$ cat src/rtl/rapid_pkg.sv
// Shared widths and the pipeline controller state type.
package rapid_pkg;

  localparam int unsigned XLEN       = 32;
  localparam int unsigned REG_ADDR_W = 5;

  typedef enum logic [1:0] {
    RUN      = 2'd0,
    MEM_WAIT = 2'd1,
    MDU_WAIT = 2'd2,
    FLUSH    = 2'd3
  } pctrl_state_t;

endpackage

$ cat src/rtl/pipeline_hazard_detect.sv
// Combinational load-use detector: the ID instruction reads a register the EX load writes.
module pipeline_hazard_detect
  import rapid_pkg::*;
(
  input  logic [REG_ADDR_W-1:0] i_id_rs1,
  input  logic [REG_ADDR_W-1:0] i_id_rs2,
  input  logic                  i_id_uses_rs1,
  input  logic                  i_id_uses_rs2,
  input  logic [REG_ADDR_W-1:0] i_ex_rd,
  input  logic                  i_ex_is_load,
  output logic                  o_load_use
);

  logic w_rs1_match;
  logic w_rs2_match;

  assign w_rs1_match = i_id_uses_rs1 && (i_id_rs1 == i_ex_rd);
  assign w_rs2_match = i_id_uses_rs2 && (i_id_rs2 == i_ex_rd);

  // x0 is never written, so a load to it cannot create a dependency.
  assign o_load_use = i_ex_is_load && (i_ex_rd != '0) && (w_rs1_match || w_rs2_match);

endmodule

$ cat src/rtl/pipeline_ctrl.sv
// Pipeline stall/flush controller: memory and mul/div waits, branch squash, load-use bubbles,
// plus a saturating count of fetch-stall cycles.
module pipeline_ctrl
  import rapid_pkg::*;
#(
  parameter int unsigned FLUSH_CYCLES = 2
) (
  input  logic                  i_clk,
  input  logic                  i_reset,
  input  logic [REG_ADDR_W-1:0] i_id_rs1,
  input  logic [REG_ADDR_W-1:0] i_id_rs2,
  input  logic                  i_id_uses_rs1,
  input  logic                  i_id_uses_rs2,
  input  logic [REG_ADDR_W-1:0] i_ex_rd,
  input  logic                  i_ex_is_load,
  input  logic                  i_branch_taken,
  input  logic                  i_mdu_start,
  input  logic                  i_mdu_done,
  input  logic                  i_dmem_req,
  input  logic                  i_dmem_ack,
  output logic                  o_if_enable,
  output logic                  o_id_enable,
  output logic                  o_ex_enable,
  output logic                  o_pc_load,
  output logic                  o_id_flush,
  output logic                  o_ex_bubble,
  output logic [XLEN-1:0]       o_stall_cycles
);

  localparam logic [2:0] FlushInit = 3'(FLUSH_CYCLES - 1);

  pctrl_state_t    r_state;
  pctrl_state_t    w_state_d;
  logic [2:0]      r_flush_cnt;
  logic [2:0]      w_flush_cnt_d;
  logic [XLEN-1:0] r_stall_cnt;
  logic            w_load_use;
  logic            w_if_en;
  logic            w_id_en;
  logic            w_ex_en;
  logic            w_pc_load;
  logic            w_id_flush;
  logic            w_ex_bubble;

  pipeline_hazard_detect u_hazard (
    .i_id_rs1      (i_id_rs1),
    .i_id_rs2      (i_id_rs2),
    .i_id_uses_rs1 (i_id_uses_rs1),
    .i_id_uses_rs2 (i_id_uses_rs2),
    .i_ex_rd       (i_ex_rd),
    .i_ex_is_load  (i_ex_is_load),
    .o_load_use    (w_load_use)
  );

  always_comb begin
    w_if_en       = 1'b1;
    w_id_en       = 1'b1;
    w_ex_en       = 1'b1;
    w_pc_load     = 1'b0;
    w_id_flush    = 1'b0;
    w_ex_bubble   = 1'b0;
    w_state_d     = r_state;
    w_flush_cnt_d = r_flush_cnt;
    // Reset overrides everything so outputs read as a free-running pipeline.
    if (!i_reset) begin
      unique case (r_state)
        RUN: begin
          if (i_dmem_req && !i_dmem_ack) begin
            {w_if_en, w_id_en, w_ex_en} = 3'b000;
            w_state_d = MEM_WAIT;
          end else if (i_mdu_start) begin
            {w_if_en, w_id_en, w_ex_en} = 3'b000;
            w_state_d = MDU_WAIT;
          end else if (i_branch_taken) begin
            w_pc_load   = 1'b1;
            w_id_flush  = 1'b1;
            w_ex_bubble = 1'b1;
            if (FLUSH_CYCLES > 1) begin
              w_state_d     = FLUSH;
              w_flush_cnt_d = FlushInit;
            end
          end else if (w_load_use) begin
            w_if_en     = 1'b0;
            w_id_en     = 1'b0;
            w_ex_bubble = 1'b1;
          end
        end
        MEM_WAIT: begin
          if (i_dmem_ack) begin
            w_state_d = RUN;
          end else begin
            {w_if_en, w_id_en, w_ex_en} = 3'b000;
          end
        end
        MDU_WAIT: begin
          if (i_mdu_done) begin
            w_state_d = RUN;
          end else begin
            {w_if_en, w_id_en, w_ex_en} = 3'b000;
          end
        end
        FLUSH: begin
          w_id_flush    = 1'b1;
          w_ex_bubble   = 1'b1;
          w_flush_cnt_d = r_flush_cnt - 3'd1;
          if (r_flush_cnt <= 3'd1) begin
            w_state_d = RUN;
          end
        end
        default: w_state_d = RUN;
      endcase
    end
  end

  always_ff @(posedge i_clk) begin
    if (i_reset) begin
      r_state     <= RUN;
      r_flush_cnt <= '0;
      r_stall_cnt <= '0;
    end else begin
      r_state     <= w_state_d;
      r_flush_cnt <= w_flush_cnt_d;
      if (!w_if_en && (r_stall_cnt != '1)) begin
        r_stall_cnt <= r_stall_cnt + 1'b1;
      end
    end
  end

  assign o_if_enable    = w_if_en;
  assign o_id_enable    = w_id_en;
  assign o_ex_enable    = w_ex_en;
  assign o_pc_load      = w_pc_load;
  assign o_id_flush     = w_id_flush;
  assign o_ex_bubble    = w_ex_bubble;
  assign o_stall_cycles = i_reset ? '0 : r_stall_cnt;

endmodule

$ cat config.mk
export PLATFORM = sky130hd
export DESIGN_NAME = pipeline_ctrl
export DESIGN_NICKNAME = d
export VERILOG_FILES = /design/src/rtl/rapid_pkg.sv /design/src/rtl/pipeline_hazard_detect.sv /design/src/rtl/pipeline_ctrl.sv
export SDC_FILE = /design/constraint.sdc
export NUM_CORES = 1
export LEC_CHECK = 0
export CORE_MARGIN = 8
export CORE_UTILIZATION = 39
export CTS_BUF_LIST = sky130_fd_sc_hd__clkbuf_2 sky130_fd_sc_hd__clkbuf_4 sky130_fd_sc_hd__clkbuf_8
export CTS_CLUSTER_SIZE = 28
export DETAILED_ROUTE_END_ITERATION = 10
export PLACE_DENSITY = 0.66
export RECOVER_POWER = 25
export SYNTH_ARGS = -nofsm -noshare
export SYNTH_HDL_FRONTEND = slang
export SYNTH_SLANG_ARGS = --single-unit
$ cat constraint.sdc
create_clock -name i_clk -period 2.6 [get_ports i_clk]
set_input_delay 0.52 -clock i_clk [delete_from_list [all_inputs] [get_ports i_clk]]
set_output_delay 0.52 -clock i_clk [all_outputs]
set_load 0.01 [all_outputs]
==> After elaboration in Yosys (flattened, before gate mapping) <==
Cells that the tools add are included.
{ "totals": {"inputBits": 25, "regBits": 37, "out_inout_bits": 38, "elab_cells": 70} }
{ "op_classes": {"reduce_logical": 14, "muxes": 37, "addsub": 2, "n_lt_le_gt_ge": 1, "n_eq_ne": 13} }
{ "op_table": {"columns": ["cell", "count"], "rows": [
  ["$add 32x1->32 const B", 1],
  ["$mux 32", 1],
  ["$ne 32x32->1 const B", 1],
  ["$mux 1", 21],
  ["$mux 2", 6],
  ["$ne 2x2->1 const B", 6],
  ["$eq 5x5->1", 2],
  ["$mux 3", 3],
  ["$pmux 2 s4", 1],
  ["$reduce_and 4->1", 2],
  ["$logic_and 1x1->1", 6],
  ["$pmux 1 s3", 2],
  ["$pmux 3 s2", 1],
  ["$reduce_bool 5->1", 1],
  ["$eq 2x2->1 const B", 2],
  ["$ne 4x4->1 const B", 1],
  ["$pmux 1 s2", 2],
  ["$le 3x1->1 const B", 1],
  ["$sub 3x1->3 const B", 1],
  ["$eq 2x1->1 const B", 1],
  ["$logic_not 1->1", 2],
  ["$logic_not 2->1", 1],
  ["$reduce_bool 2->1", 1],
  ["$logic_or 1x1->1", 1]
]} }

==> Logic depth before layout (Yosys ltp) <==
{ "depth": {"word_depth": 12, "mapped_depth": 10, "depth_no_buf": 9} }

==> By module <==
A second synthesis with hierarchy kept.
{ "unflattened": {"hier_cells": 299, "area_unflattened_um2": 2397.3} }
{ "modules_own_cells": {"columns": ["mod", "instances", "cells_each", "seq_area_each_um2", "area_per_inst_um2"], "rows": [
  ["pipeline_ctrl", 1, 282, 740.7, 2263.4],
  ["pipeline_hazard_detect", 1, 17, 0.0, 133.9]
]} }

==> Worst setup path after synthesis <==
OpenSTA, ideal clock, no wires.
{ "synth_path": {"path_kind": "input-to-output", "startpoint": "in i_ex_rd[1]", "endpoint": "out o_if_enable", "t_arrival_ns": 1.804, "cell_stages": 7, "slack_ns": 0.276, "required_time_ns": 2.080, "cell_sequence": "or4_1 > o21ai_2 > nor3_2 > a21o_4 > clkinv_4 > buf_6 > buf_4"} }
{ "synth_via": {"elab_chain_len": 10, "word_cells_on_any_way": 14, "cone_classes": "eq/ne: 2; mux: 6; reduce/logical: 6"} }
{ "synth_lines": {"columns": ["item", "line_no", "text"], "rows": [
  ["start: declaration", "pipeline_ctrl.sv:14", "input logic [REG_ADDR_W-1:0] i_ex_rd,"],
  ["$eq 5x5->1, on equally long branches", "pipeline_hazard_detect.sv:17, pipeline_hazard_detect.sv:18", null],
  ["$logic_and 1x1->1, on equally long branches", "pipeline_hazard_detect.sv:17, pipeline_hazard_detect.sv:18", null],
  ["$logic_or 1x1->1", "pipeline_hazard_detect.sv:21", "assign o_load_use = i_ex_is_load && (i_ex_rd != '0) && (w_rs1_match || w_rs2_match);"],
  ["$logic_and 1x1->1 *", "pipeline_hazard_detect.sv:21", null],
  ["$mux 1 * (4 in series)", null, null],
  ["$pmux 1 s3 *", null, null],
  ["$mux 1 *", null, null],
  ["end: declaration", "pipeline_ctrl.sv:21", "output logic o_if_enable,"]
]} }
Every way passes the cells marked *; elsewhere a longest branch is shown, timed or not.

==> Final worst setup path <==
{ "layout_path": {"startpoint": "in i_ex_rd[4]", "endpoint": "out o_id_enable"} }
{ "layout_via": {"elab_chain_len": 10, "word_cells_on_any_way": 14, "cone_classes": "eq/ne: 2; mux: 6; reduce/logical: 6"} }
{ "layout_lines": {"columns": ["item", "line_no", "text"], "rows": [
  ["$eq 5x5->1, on equally long branches", "pipeline_hazard_detect.sv:17, pipeline_hazard_detect.sv:18", null],
  ["$logic_and 1x1->1, on equally long branches", "pipeline_hazard_detect.sv:17, pipeline_hazard_detect.sv:18", null],
  ["$logic_or 1x1->1", "pipeline_hazard_detect.sv:21", null],
  ["$logic_and 1x1->1 *", "pipeline_hazard_detect.sv:21", null],
  ["$mux 1 *", "pipeline_ctrl.sv:82", "end else if (w_load_use) begin"],
  ["$mux 1 *", "pipeline_ctrl.sv:74", "end else if (i_branch_taken) begin"],
  ["$mux 1 *", "pipeline_ctrl.sv:71", "end else if (i_mdu_start) begin"],
  ["$mux 1 *", "pipeline_ctrl.sv:68", "if (i_dmem_req && !i_dmem_ack) begin"],
  ["$pmux 1 s3 *", "pipeline_ctrl.sv:66", "unique case (r_state)"],
  ["$mux 1 *", "pipeline_ctrl.sv:65", "if (!i_reset) begin"],
  ["end: declaration", "pipeline_ctrl.sv:22", "output logic o_id_enable,"]
]} }
Marked as above.

==> impl_metrics.ini <==
[timing]
fin_crit_ns = 2.513
hold_violations = 0
slew_headroom_pct = 58.04
fmax_mhz = 398.0
skew_ns = 0.01079
worst_pin_slew_ns = 0.6294
period_share_pct = 96.65
worst_hold_slack_ns = 0.5311
setup_slack_ns = 0.08721
rsz0062_at_grt = no
finalSetupTns_ns = 0
finalSetupViolCount = 0
slew_viol_final = 0

[clock_network]
cts_buffers = 5
cts-root-buf = clkbuf_8
postCtsHoldBufs = 0
clock_path_buffers = 2
clk_pin_slew_ns = 0.08
cts_tree = yes
cts.sinks = 37
clock_latency_ns = 0.30
htree_levels = 2

[place]
gp_congestion = 0.7637
io_buffers = 62
dp_hpwl_mm = 5.123
dp.cells = 456
placed_area_sq_mm = 0.003371
pre_cts_ws_ns = -0.5568

[setup_path]
end_kind = output port
crit_fanout = 3
worst_ep_required_time_ns = 2.08
arrival_ns = 1.99
rr_worst_depth = 11
rrSetupSlack_ns = 0.20
critical_path_class = input port to output port
reg2reg_from = r_state[1]$_SDFFE_PP0P_
startpoint_type = input port
r2r-end = r_stall_cnt[27]$_SDFFE_PP0P_

[route]
route.detailed.wl_per_inst_um = 14.66
ant_nets = 0
drtPass1Iterations = 4
vias_per_cell = 5.339
drc = 0
vias = 2488
finalWirelength_mm = 6.832
initialDrtViolationCount = 117

[pwr]
power_frac_comb_pct = 26.0
p_switching_uw = 489.3
ir_worst_vdd_v = 0.0003959
intPower_mw = 1.180
p_per_area_mw_per_mm2 = 464.3
pwr-share-clk_pct = 37.0
p_leak_nw = 1.472
seq_power_share_pct = 37.0
switching_share_pct = 29.31

[synthesis]
synth_cells = 308
yosysMostFrequentCell = nor2_1
synth.area.top_cells = dfxtp_1 29%, nor2b_1 6.8%, mux2_4 6.4%, nor2_1 5.6%, mux2_2 4.4%
netlist_area_sq_mm = 0.002570
synth_nets = 340
synth_enable_flop_cells = 0
ys_seq_area_share_pct = 28.82
yosysWarnings = 0
ys_ff_latch = 37
async_flop_share_pct = 0
syn_area_per_cell_sq_um = 8.344
synth_top_area_cell = dfxtp_1
synth_flop_cell = dfxtp_1
yosysTopAreaCellShare_pct = 28.82
ys_types = 42
synthTopCellsByCount = 38 x nor2_1, 37 x dfxtp_1, 28 x nor2b_1

[floorplanning]
coreArea_sq_mm = 0.006350
die_width_um = 97.18
start_util_pct = 40.47
die_h_um = 97.18
rows = 29
io_pins = 63
fp.dieArea_sq_mm = 0.009443

[global_routing]
antenna_found_initial = 0
grt_remaining_overflow = 0
grt_pass1_vias = 2332
grt_pass1_wl_mm = 11.36
grt_max_degree = 68
track_usage_pct = 14.14

[cells_and_area]
finalNetCount = 420
final_design_area_no_fill_sq_mm = 0.003596
drive_above_1_share_pct = 20.31
antennaDiodeCount = 0
layoutNonFillerInstCount = 466
area_delta_synth_final_pct = 39.92

[hold_path]
min_from = r_flush_cnt[1]$_SDFFE_PP0P_
holdPathStages = 2
hold_end = r_flush_cnt[1]$_SDFFE_PP0P_
holdCritPathClass = flip-flop to flip-flop

[run]
maxCapViolCount = 0

[outcome]
status = completed
routing by layer:
layer	up-vias	global-route usage, %	part of all wire [%]
met2	55	22.08	45
met3	6	2.987	4.5
li1	1265	-	-
met5	-	0	0
met1	1162	18.86	49
met4	0	4.260	1.2
flip-flops by register name (all words and copies together) (netlist names):
name	cells
r_flush_cnt	3
r_state	2
r_stall_cnt	32
cells in the final DEF, fill, tap and decap left out, types with 3 or more instances in the layout:
master | synthesis | routed
nor4_4 | 2 | 5
a21oi_1 | 4 | 4
buf_2 | 1 | 4
buf_4 | 2 | 19
clkbuf_8 | 0 | 5
xnor2_2 | 0 | 3
nor2_1 | 38 | 37
o21ai_0 | 7 | 6
nor4_1 | 11 | 8
xnor2_1 | 10 | 7
buf_6 | 3 | 3
nor3_2 | 9 | 9
nand3_1 | 11 | 11
mux2_4 | 11 | 11
nor2b_1 | 28 | 28
ha_1 | 7 | 7
mux2_1 | 5 | 5
nand4_1 | 18 | 19
and4_1 | 4 | 4
or4_1 | 7 | 6
dlymetal6s2s_1 | 0 | 9
clkdlybuf4s50_1 | 0 | 39
dfxtp_1 | 37 | 36
and3_1 | 6 | 6
nor3_1 | 8 | 8
dlygate4sd2_1 | 0 | 7
inv_1 | 15 | 15
nand2_1 | 24 | 24
mux2_2 | 10 | 10
critical path, cell delays in order:
cell and delay [ns]:
dlygate4sd2_1 0.27, or4_4 0.56, o21ai_4 0.17, nor3_2 0.07, a21o_4 0.23, clkinv_4 0.05
buf_2 0.12
power groups by stage:
stage / clock network [mW] / logic, mW / registers (mW)
3_5_place_dp: 0 / 0.431 / 0.629
2_1_floorplan: 0 / 0.262 / 0.624
3_3_place_gp: 0 / 0.424 / 0.627
5_1_grt: 0.660 / 0.482 / 0.623
6_report: 0.618 / 0.434 / 0.617
4_1_cts: 0.632 / 0.422 / 0.616
how the worst max path moves through the flow:
| stage | from | cells past startpoint | slack [ns] | endpoint |
|---|---|---|---|---|
| 5_1_grt | i_id_rs2[1] | 8 | 0.008 | o_ex_bubble |
| 6_report | i_ex_rd[4] | 7 | 0.09 | o_id_enable |
| 3_5_place_dp | i_ex_rd[2] | 7 | -0.56 | o_id_enable |
| 3_3_place_gp | i_ex_rd[2] | 7 | -0.54 | o_id_enable |
| 2_1_floorplan | i_ex_rd[1] | 7 | 0.28 | o_if_enable |
| 4_1_cts | r_state[1]$_SDFFE_PP0P_ | 11 | 0.003 | r_stall_cnt[27]$_SDFFE_PP0P_ |
logic make-up after synthesis:
logic type | share of synthesized area (%)
simple gates | 37.88
flops | 28.82
mux | 13.78
compound gates | 6.913
xor+xnor | 3.408
fa+ha+maj | 3.408
buf+inv | 5.793
stage by stage:
stage / total power [mW] / util (%)
2_1_floorplan: 0.8858 / -
3_3_place_gp: 1.051 / 53.08
3_5_place_dp: 1.060 / 53.08
4_1_cts: 1.670 / 55.09
5_1_grt: 1.764 / 56.63
6_report: 1.669 / 56.63
area by class of cell:
type,count,area [sq um]
clock inverters,3,68.82
well taps,77,96.34
repair buffers,87,799.5
clock buffers,5,68.82
multi-input cells,241,1755
fillers,603,2754
inverters,16,65.06
flip-flops and latches,37,742.0
timing repair:
| action | 4_1_cts | 5_1_grt |
|---|---|---|
| setup endpoints to repair | 16 | 17 |
| setup buffers | 0 | 2 |
| cloned | 0 | 0 |
| pin swaps | 2 | 16 |
| resized for setup | 22 | 25 |
| hold endpoints to repair | 0 | 0 |
No activity file was read; power rests on OpenSTA's default activity.
